$ cat src/rtl/param_fifo_buffer.sv
// rtl/param_fifo_buffer.sv - parametrised synchronous FIFO for router channel buffering
//
// Purpose:
//   Circular-buffer FIFO with registered read data (one-cycle read latency),
//   occupancy count and almost-full/almost-empty thresholds. Handles
//   simultaneous read/write at both full and empty, and any DEPTH (not only
//   powers of two).
//
// Ports:
//   clk          in   clock, rising edge
//   rst          in   synchronous active-high reset
//   wr_en        in   write request
//   data_in      in   write data [DATA_WIDTH]
//   rd_en        in   read request
//   data_out     out  registered read data [DATA_WIDTH]
//   rd_valid     out  one-cycle pulse when data_out was updated by a read
//   full         out  count == DEPTH
//   empty        out  count == 0
//   almost_full  out  count >= AF_THRESH
//   almost_empty out  count <= AE_THRESH
//   count        out  current occupancy [CNT_W]
//   overflow     out  sticky dropped-write flag (FIFO_ERR_FLAGS_EN only)
//   underflow    out  sticky empty-read flag (FIFO_ERR_FLAGS_EN only)
//
// Build option: define FIFO_ERR_FLAGS_EN to add the overflow/underflow ports.

module param_fifo_buffer #(
  parameter int DATA_WIDTH = 64,
  parameter int DEPTH      = 4,
  parameter int AF_THRESH  = DEPTH - 1,
  parameter int AE_THRESH  = 1,
  localparam int PTR_W     = $clog2(DEPTH),
  localparam int CNT_W     = $clog2(DEPTH + 1)
) (
  input  logic                  clk,
  input  logic                  rst,
  input  logic                  wr_en,
  input  logic [DATA_WIDTH-1:0] data_in,
  input  logic                  rd_en,
  output logic [DATA_WIDTH-1:0] data_out,
  output logic                  rd_valid,
  output logic                  full,
  output logic                  empty,
  output logic                  almost_full,
  output logic                  almost_empty,
  output logic [CNT_W-1:0]      count
`ifdef FIFO_ERR_FLAGS_EN
  ,
  output logic                  overflow,
  output logic                  underflow
`endif
);

  logic [DATA_WIDTH-1:0] mem [DEPTH];

  logic [PTR_W-1:0]      wr_ptr_q, wr_ptr_d;
  logic [PTR_W-1:0]      rd_ptr_q, rd_ptr_d;
  logic [CNT_W-1:0]      count_q, count_d;
  logic [DATA_WIDTH-1:0] data_out_q, data_out_d;
  logic                  rd_valid_q, rd_valid_d;

  logic full_w, empty_w, wr_acc, rd_acc;

  // Explicit wrap so non-power-of-two depths never index past DEPTH-1.
  function automatic logic [PTR_W-1:0] next_ptr(input logic [PTR_W-1:0] p);
    return (p == PTR_W'(DEPTH - 1)) ? '0 : p + 1'b1;
  endfunction

  // Flags come only from the registered count.
  assign full_w  = (count_q == CNT_W'(DEPTH));
  assign empty_w = (count_q == '0);

  // A read frees a slot in the same edge, so a write at full is allowed
  // alongside it; a write at empty is never forwarded to the read side.
  assign rd_acc = rd_en & ~empty_w;
  assign wr_acc = wr_en & (~full_w | rd_acc);

  always_comb begin
    wr_ptr_d   = wr_ptr_q;
    rd_ptr_d   = rd_ptr_q;
    count_d    = count_q;
    data_out_d = data_out_q;
    rd_valid_d = 1'b0;

    if (rd_acc) begin
      data_out_d = mem[rd_ptr_q];
      rd_ptr_d   = next_ptr(rd_ptr_q);
      rd_valid_d = 1'b1;
    end

    if (wr_acc) begin
      wr_ptr_d = next_ptr(wr_ptr_q);
    end

    case ({wr_acc, rd_acc})
      2'b10:   count_d = count_q + 1'b1;
      2'b01:   count_d = count_q - 1'b1;
      default: count_d = count_q;
    endcase
  end

  always_ff @(posedge clk) begin
    if (rst) begin
      wr_ptr_q   <= '0;
      rd_ptr_q   <= '0;
      count_q    <= '0;
      data_out_q <= '0;
      rd_valid_q <= 1'b0;
    end else begin
      wr_ptr_q   <= wr_ptr_d;
      rd_ptr_q   <= rd_ptr_d;
      count_q    <= count_d;
      data_out_q <= data_out_d;
      rd_valid_q <= rd_valid_d;
    end
  end

  // Storage is not reset; requests during reset must not land in it.
  always_ff @(posedge clk) begin
    if (!rst && wr_acc) begin
      mem[wr_ptr_q] <= data_in;
    end
  end

  assign data_out     = data_out_q;
  assign rd_valid     = rd_valid_q;
  assign count        = count_q;
  assign full         = full_w;
  assign empty        = empty_w;
  assign almost_full  = (count_q >= CNT_W'(AF_THRESH));
  assign almost_empty = (count_q <= CNT_W'(AE_THRESH));

`ifdef FIFO_ERR_FLAGS_EN
  logic overflow_q, overflow_d;
  logic underflow_q, underflow_d;

  // A write at full with a read present is legal, so only a lone write overflows.
  always_comb begin
    overflow_d  = overflow_q | (wr_en & full_w & ~rd_en);
    underflow_d = underflow_q | (rd_en & empty_w);
  end

  always_ff @(posedge clk) begin
    if (rst) begin
      overflow_q  <= 1'b0;
      underflow_q <= 1'b0;
    end else begin
      overflow_q  <= overflow_d;
      underflow_q <= underflow_d;
    end
  end

  assign overflow  = overflow_q;
  assign underflow = underflow_q;
`endif

endmodule

$ cat config.mk
export PLATFORM = sky130hd
export DESIGN_NAME = param_fifo_buffer
export DESIGN_NICKNAME = d
export VERILOG_FILES = /design/src/rtl/param_fifo_buffer.sv
export SDC_FILE = /design/constraint.sdc
export NUM_CORES = 1
export LEC_CHECK = 0
export ABC_AREA = 1
export CAP_MARGIN = 20
export CORE_MARGIN = 4
export CORE_UTILIZATION = 60
export CTS_BUF_LIST = sky130_fd_sc_hd__clkbuf_16
export CTS_CLUSTER_SIZE = 12
export DETAILED_ROUTE_END_ITERATION = 6
export PLACE_DENSITY = 0.84
export SYNTH_ARGS = -nofsm -noshare
export SYNTH_HDL_FRONTEND = slang
export SYNTH_SLANG_ARGS = --single-unit
$ cat constraint.sdc
create_clock -name clk -period 14 [get_ports clk]
set_input_delay 3.5 -clock clk [delete_from_list [all_inputs] [get_ports clk]]
set_output_delay 3.5 -clock clk [all_outputs]
set_load 0.05 [all_outputs]
# After elaboration in Yosys (flattened, before gate mapping)
# Memories as Yosys holds them, arrays and structs flattened. A register that Yosys moved wholly into a read port is not among the register bits.
# Index checks and enable logic that the tools add are counted.
# W data, S select, Z words.
[totals]
ff_bits = 8
ram_bits = 256
out_inout_bits = 72
memories = 1
[memory_table]
columns = ["memory", "words", "word_bits", "rd", "rd_ports_with_merged_regs", "wr", "line", "text"]
rows = [
  ["mem", 4, 64, 1, 1, 1, "54", "logic [DATA_WIDTH-1:0] mem [DEPTH];"],
]
[op_classes]
add_sub_neg = 4
n_lt_le_gt_ge = 2
eq_ne = 5
n_mux = 6
bitwise = 5
n_reduce_logical = 4
[ops]
columns = ["operator", "count"]
rows = [
  ["$eq A2 B2 Y1 const B", 3],
  ["$pmux W3 S2", 1],
  ["$add A2 B1 Y2 const B", 2],
  ["$mux W2", 2],
  ["$add A3 B1 Y3 const B", 1],
  ["$eq A3 B3 Y1 const B", 1],
  ["$ge A3 B2 Y1 const B", 1],
  ["$le A3 B1 Y1 const B", 1],
  ["$logic_not A3 Y1", 1],
  ["$mux W1", 3],
  ["$sub A3 B1 Y3 const B", 1],
  ["$and A1 B1 Y1", 2],
  ["$eq A2 B1 Y1 const B", 1],
  ["$not A1 Y1", 2],
  ["$reduce_bool A2 Y1", 1],
  ["$logic_and A1 B1 Y1", 1],
  ["$logic_not A1 Y1", 1],
  ["$or A1 B1 Y1", 1],
]

# Depth between registers and ports, before layout
[depth]
ltp_word = 8
ltp_mapped = 9

# Worst setup path after synthesis
# No wires, ideal clock.
[synth_timing]
path_type = "input-to-reg"
from = "input port rst"
to = "memory mem[0][0] (enable)"
setup_ns = 0.486
t_arrival_ns = 6.671
setup_slack_ns = 6.843
path_stages = 4
n_path_buf = 1
path_cell_list = "clkbuf_1 inv_1 nand3_1 nor2_1"
[synth_via]
elab_chain_len = 4
[synth_rtl]
columns = ["item", "line", "text"]
rows = [
  ["start: declaration", "36", "input logic rst,"],
  ["$logic_not A1 Y1", "120", "if (!rst && wr_acc) begin"],
  ["$logic_and A1 B1 Y1", "120", ""],
  ["$mux W1", "120", ""],
  ["$mux W1 (implied by the code)", "121", "mem[wr_ptr_q] <= data_in;"],
  ["end: declaration", "54", ""],
]
# Every way passes these cells.

# Worst setup path in the final report
[layout_timing]
from = "input port rd_en"
to = "register data_out_q[60] (netlist: data_out[60]), read port of mem"
[layout_via]
elab_chain_len = 1
[layout_rtl]
columns = ["item", "line", "text"]
rows = [
  ["start: declaration", "39", "input logic rd_en,"],
  ["$and A1 B1 Y1", "75", "assign rd_acc = rd_en & ~empty_w;"],
  ["end: declaration", "59", "logic [DATA_WIDTH-1:0] data_out_q, data_out_d;"],
]
# Every way passes these cells.
# A chain may end at the register's enable or synchronous reset.

==> flow_metrics.py <==
metrics = {
    "placed_design": {
        "io_buffer_count": 139,
        "place_hpwl_um": 14200,
        "dp_slack_ps": 7540,
        "gp_congestion": 0.761,
        "dp.cells": 1467,
    },
    "synth": {
        "synth_cells": 1112,
        "syn_area_um2": 12600,
        "yosysSeqAreaShare_pct": 72.2,
        "synthSimpleGateAreaFrac_pct": 12.7,
        "synth_top_area_share_pct": 60.8,
        "yosys.area_share.adder_pct": 0.990,
        "avgSynthCellArea_um2": 11.4,
        "yosysWarnings": 0,
        "synth.area.top_cells": "edfxtp_1 61%, dfxtp_1 11%, nor2_1 10%",
        "syn_nets": 1190,
        "ys_ff_latch": 328,
        "synth_compound_area_share_pct": 9.40,
        "synth.area.mux_share_pct": 0,
        "synth_cell_types": 17,
        "synth_top_family_by_area": "simple AND/OR/NAND/NOR gates",
        "yosysTopAreaCell": "edfxtp_1",
        "synth_xor_xnor_area_share_pct": 0,
    },
    "clock_tree": {
        "cts_tree": "built",
        "cts.clk_slew.worst_paths_ps": 60,
        "cts_setup_buffers": 0,
        "cts.htree.levels": 2,
        "cts_buffer_depth": 3,
        "clock_latency_ps": 500,
        "cts_sinks": 328,
        "cts-hold-fix-buffers": 0,
        "cts-root-buf": "clkbuf_16",
        "cts_resized": 0,
        "cts_inserted_buffers": 34,
    },
    "run": {
        "drv_cap": 0,
    },
    "power_and_ir_drop": {
        "combinationalPowerShare_pct": 25.1,
        "seqPwrFrac_pct": 44.5,
        "power.density_nw_per_um2": 174,
        "p_sw_share_pct": 31.8,
        "peakVddDrop_uv": 115,
        "p_switching_uw": 841,
        "clockPowerShare_pct": 30.5,
        "p_int_mw": 1.81,
        "power.leakage_nw": 5.76,
    },
    "floorplanning": {
        "die_h_um": 153,
        "core_um2": 20500,
        "io_pins": 140,
        "start_util_pct": 61.7,
        "die-area_um2": 23500,
        "rows": 52,
        "dieWidth_um": 153,
    },
    "detailed_routing": {
        "drtAntennaViolNets": 0,
        "viasPerCell": 5.48,
        "drc": 0,
        "routed_wl_um": 26500,
        "wire_per_inst_um": 17.3,
        "drt_first_pass_iters": 5,
        "first_iter_violations": 779,
        "via_count": 8365,
    },
    "timing": {
        "slew_violations": 0,
        "period_share_pct": 42.6,
        "max_freq_ghz": 0.168,
        "worst_slack_ps": 8040,
        "finalHoldViolCount": 0,
        "clock_skew_ps": 11.8,
        "fin_tns_setup_ps": 0,
        "worstMarginPinSlew_ps": 1130,
        "rsz0062_at_grt": "false",
        "relSlewSlack_pct": 24.9,
        "setup_viol": 0,
        "fin_crit_ps": 5960,
    },
    "layout": {
        "final_cells": 1526,
        "num-nets-final": 1311,
        "num_antenna_cells": 0,
        "syn2layout_area_growth_pct": 20.4,
        "layout-drive-gt1-share_pct": 4.54,
        "fillers": 1334,
    },
    "setup_path": {
        "critPathMaxFanout": 98,
        "crit_arrival_ps": 6350,
        "critPathRequiredTime_ps": 14390,
        "crit_type": "input pin to flip-flop",
        "startpoint_type": "input pin",
        "crit_start": "rd_en",
        "timing.rr.start": "count[0]$_SDFFE_PP0P_",
        "critPathCaptureType": "flip-flop",
    },
    "min_path": {
        "hold_class": "flip-flop to flip-flop",
        "holdCritStartpoint": "wr_ptr_q[1]$_SDFFE_PP0P_",
    },
    "grt": {
        "grt_pass1_vias": 8334,
        "grt_pass1_wl_um": 42400,
        "grt_max_degree": 109,
        "antenna_found_initial": 2,
        "track_usage_pct": 22.4,
        "grt-ovfl-total": 0,
    },
    "outcome": {
        "outcome": "complete, no violations",
    },
}
## cell usage after synthesis
cell,number
nor2_1,338
edfxtp_1,256
o21ai_0,133
inv_1,81
nand2_1,78
dfxtp_1,72
o211ai_1,64
clkbuf_1,29
buf_2,24
ha_1,10
nand3_1,8
buf_1,7
a21oi_1,5
buf_4,3
inv_2,2
a21oi_4,1
nand4_1,1
## placed cells by master, fill, tap and decap left out, drive strengths merged
| master | instances |
|---|---|
| clkinv | 5 |
| o211ai | 64 |
| inv | 100 |
| nand2 | 78 |
| clkbuf | 37 |
| a21oi | 6 |
| o21ai | 133 |
| clkdlybuf4s50 | 138 |
| nand4 | 1 |
| nor2 | 338 |
| dfxtp | 72 |
| edfxtp | 256 |
| nand3 | 8 |
| ha | 10 |
| buf | 10 |
## power by group through the flow
stage          sequential (mW)  clock [mW]  combinational [mW]
2_1_floorplan             1.34           0               0.311
3_3_place_gp              1.20           0               0.642
3_5_place_dp              1.20           0               0.661
4_1_cts                   1.18       0.819               0.669
5_1_grt                   1.19       0.861               0.729
6_report                  1.18       0.807               0.664
## sequential cells by signal (all words and copies together) (netlist names)
register	count
rd_ptr_q	2
rd_valid	1
wr_ptr_q	2
mem	256
data_out	64
count	3
## routing by layer
metal  GRT usage [%]  share of wire (%)
met1            28.7                 40
met2            39.7                 51
met3            3.82                6.5
met4            5.90                2.1
met5               0              0.087
## critical path, stage by stage
cell and delay [ps]:
clkdlybuf4s50_1 520, inv_1 100, a21oi_4 730, buf_4 970, o211ai_1 310, nand2_1 120, inv_1 40
## cell type report
type,count,area (µm²),share of cell area (%)
well taps,270,338,2.22
repair buffers,148,1470,9.68
clock buffers,37,926,6.08
multi-input cells,638,2950,19.4
flip-flops and latches,328,9140,60.0
clock inverters,22,83.8,0.551
inverters,83,314,2.06
## cell families after synthesis
group                    count (synthesis)
AO/OA/AOI/OAI                          203
buffers and inverters                  146
AND/OR/NAND/NOR                        425
adder cells (fa/ha/maj)                 10
flip-flops                             328
## through the flow
| step | hold WS (ps) | util, % | cell area, µm² | power [mW] |
|---|---|---|---|---|
| after global routing | 569 | 74.3 | 15200 | 2.78 |
| final | 539 | 74.3 | 15200 | 2.65 |
| after global placement | 517 | 69.2 | 14200 | 1.84 |
| after CTS | 544 | 74.3 | 15200 | 2.67 |
| after floorplan | 490 | - | 12600 | 1.65 |
| after detailed placement | 530 | 69.3 | 14200 | 1.86 |
## path summary, 6_finish.rpt
kind | endpoint | slack (ps) | cells after the start
setup / recovery | data_out[60]$_SDFFE_PP0N_ | 8040 | 7
hold reg to reg | wr_ptr_q[1]$_SDFFE_PP0P_ | 540 | 2
setup reg to reg | data_out[60]$_SDFFE_PP0N_ | 10830 | 7
hold / removal | wr_ptr_q[1]$_SDFFE_PP0P_ | 540 | 2
(Power assumes the default switching activity.)
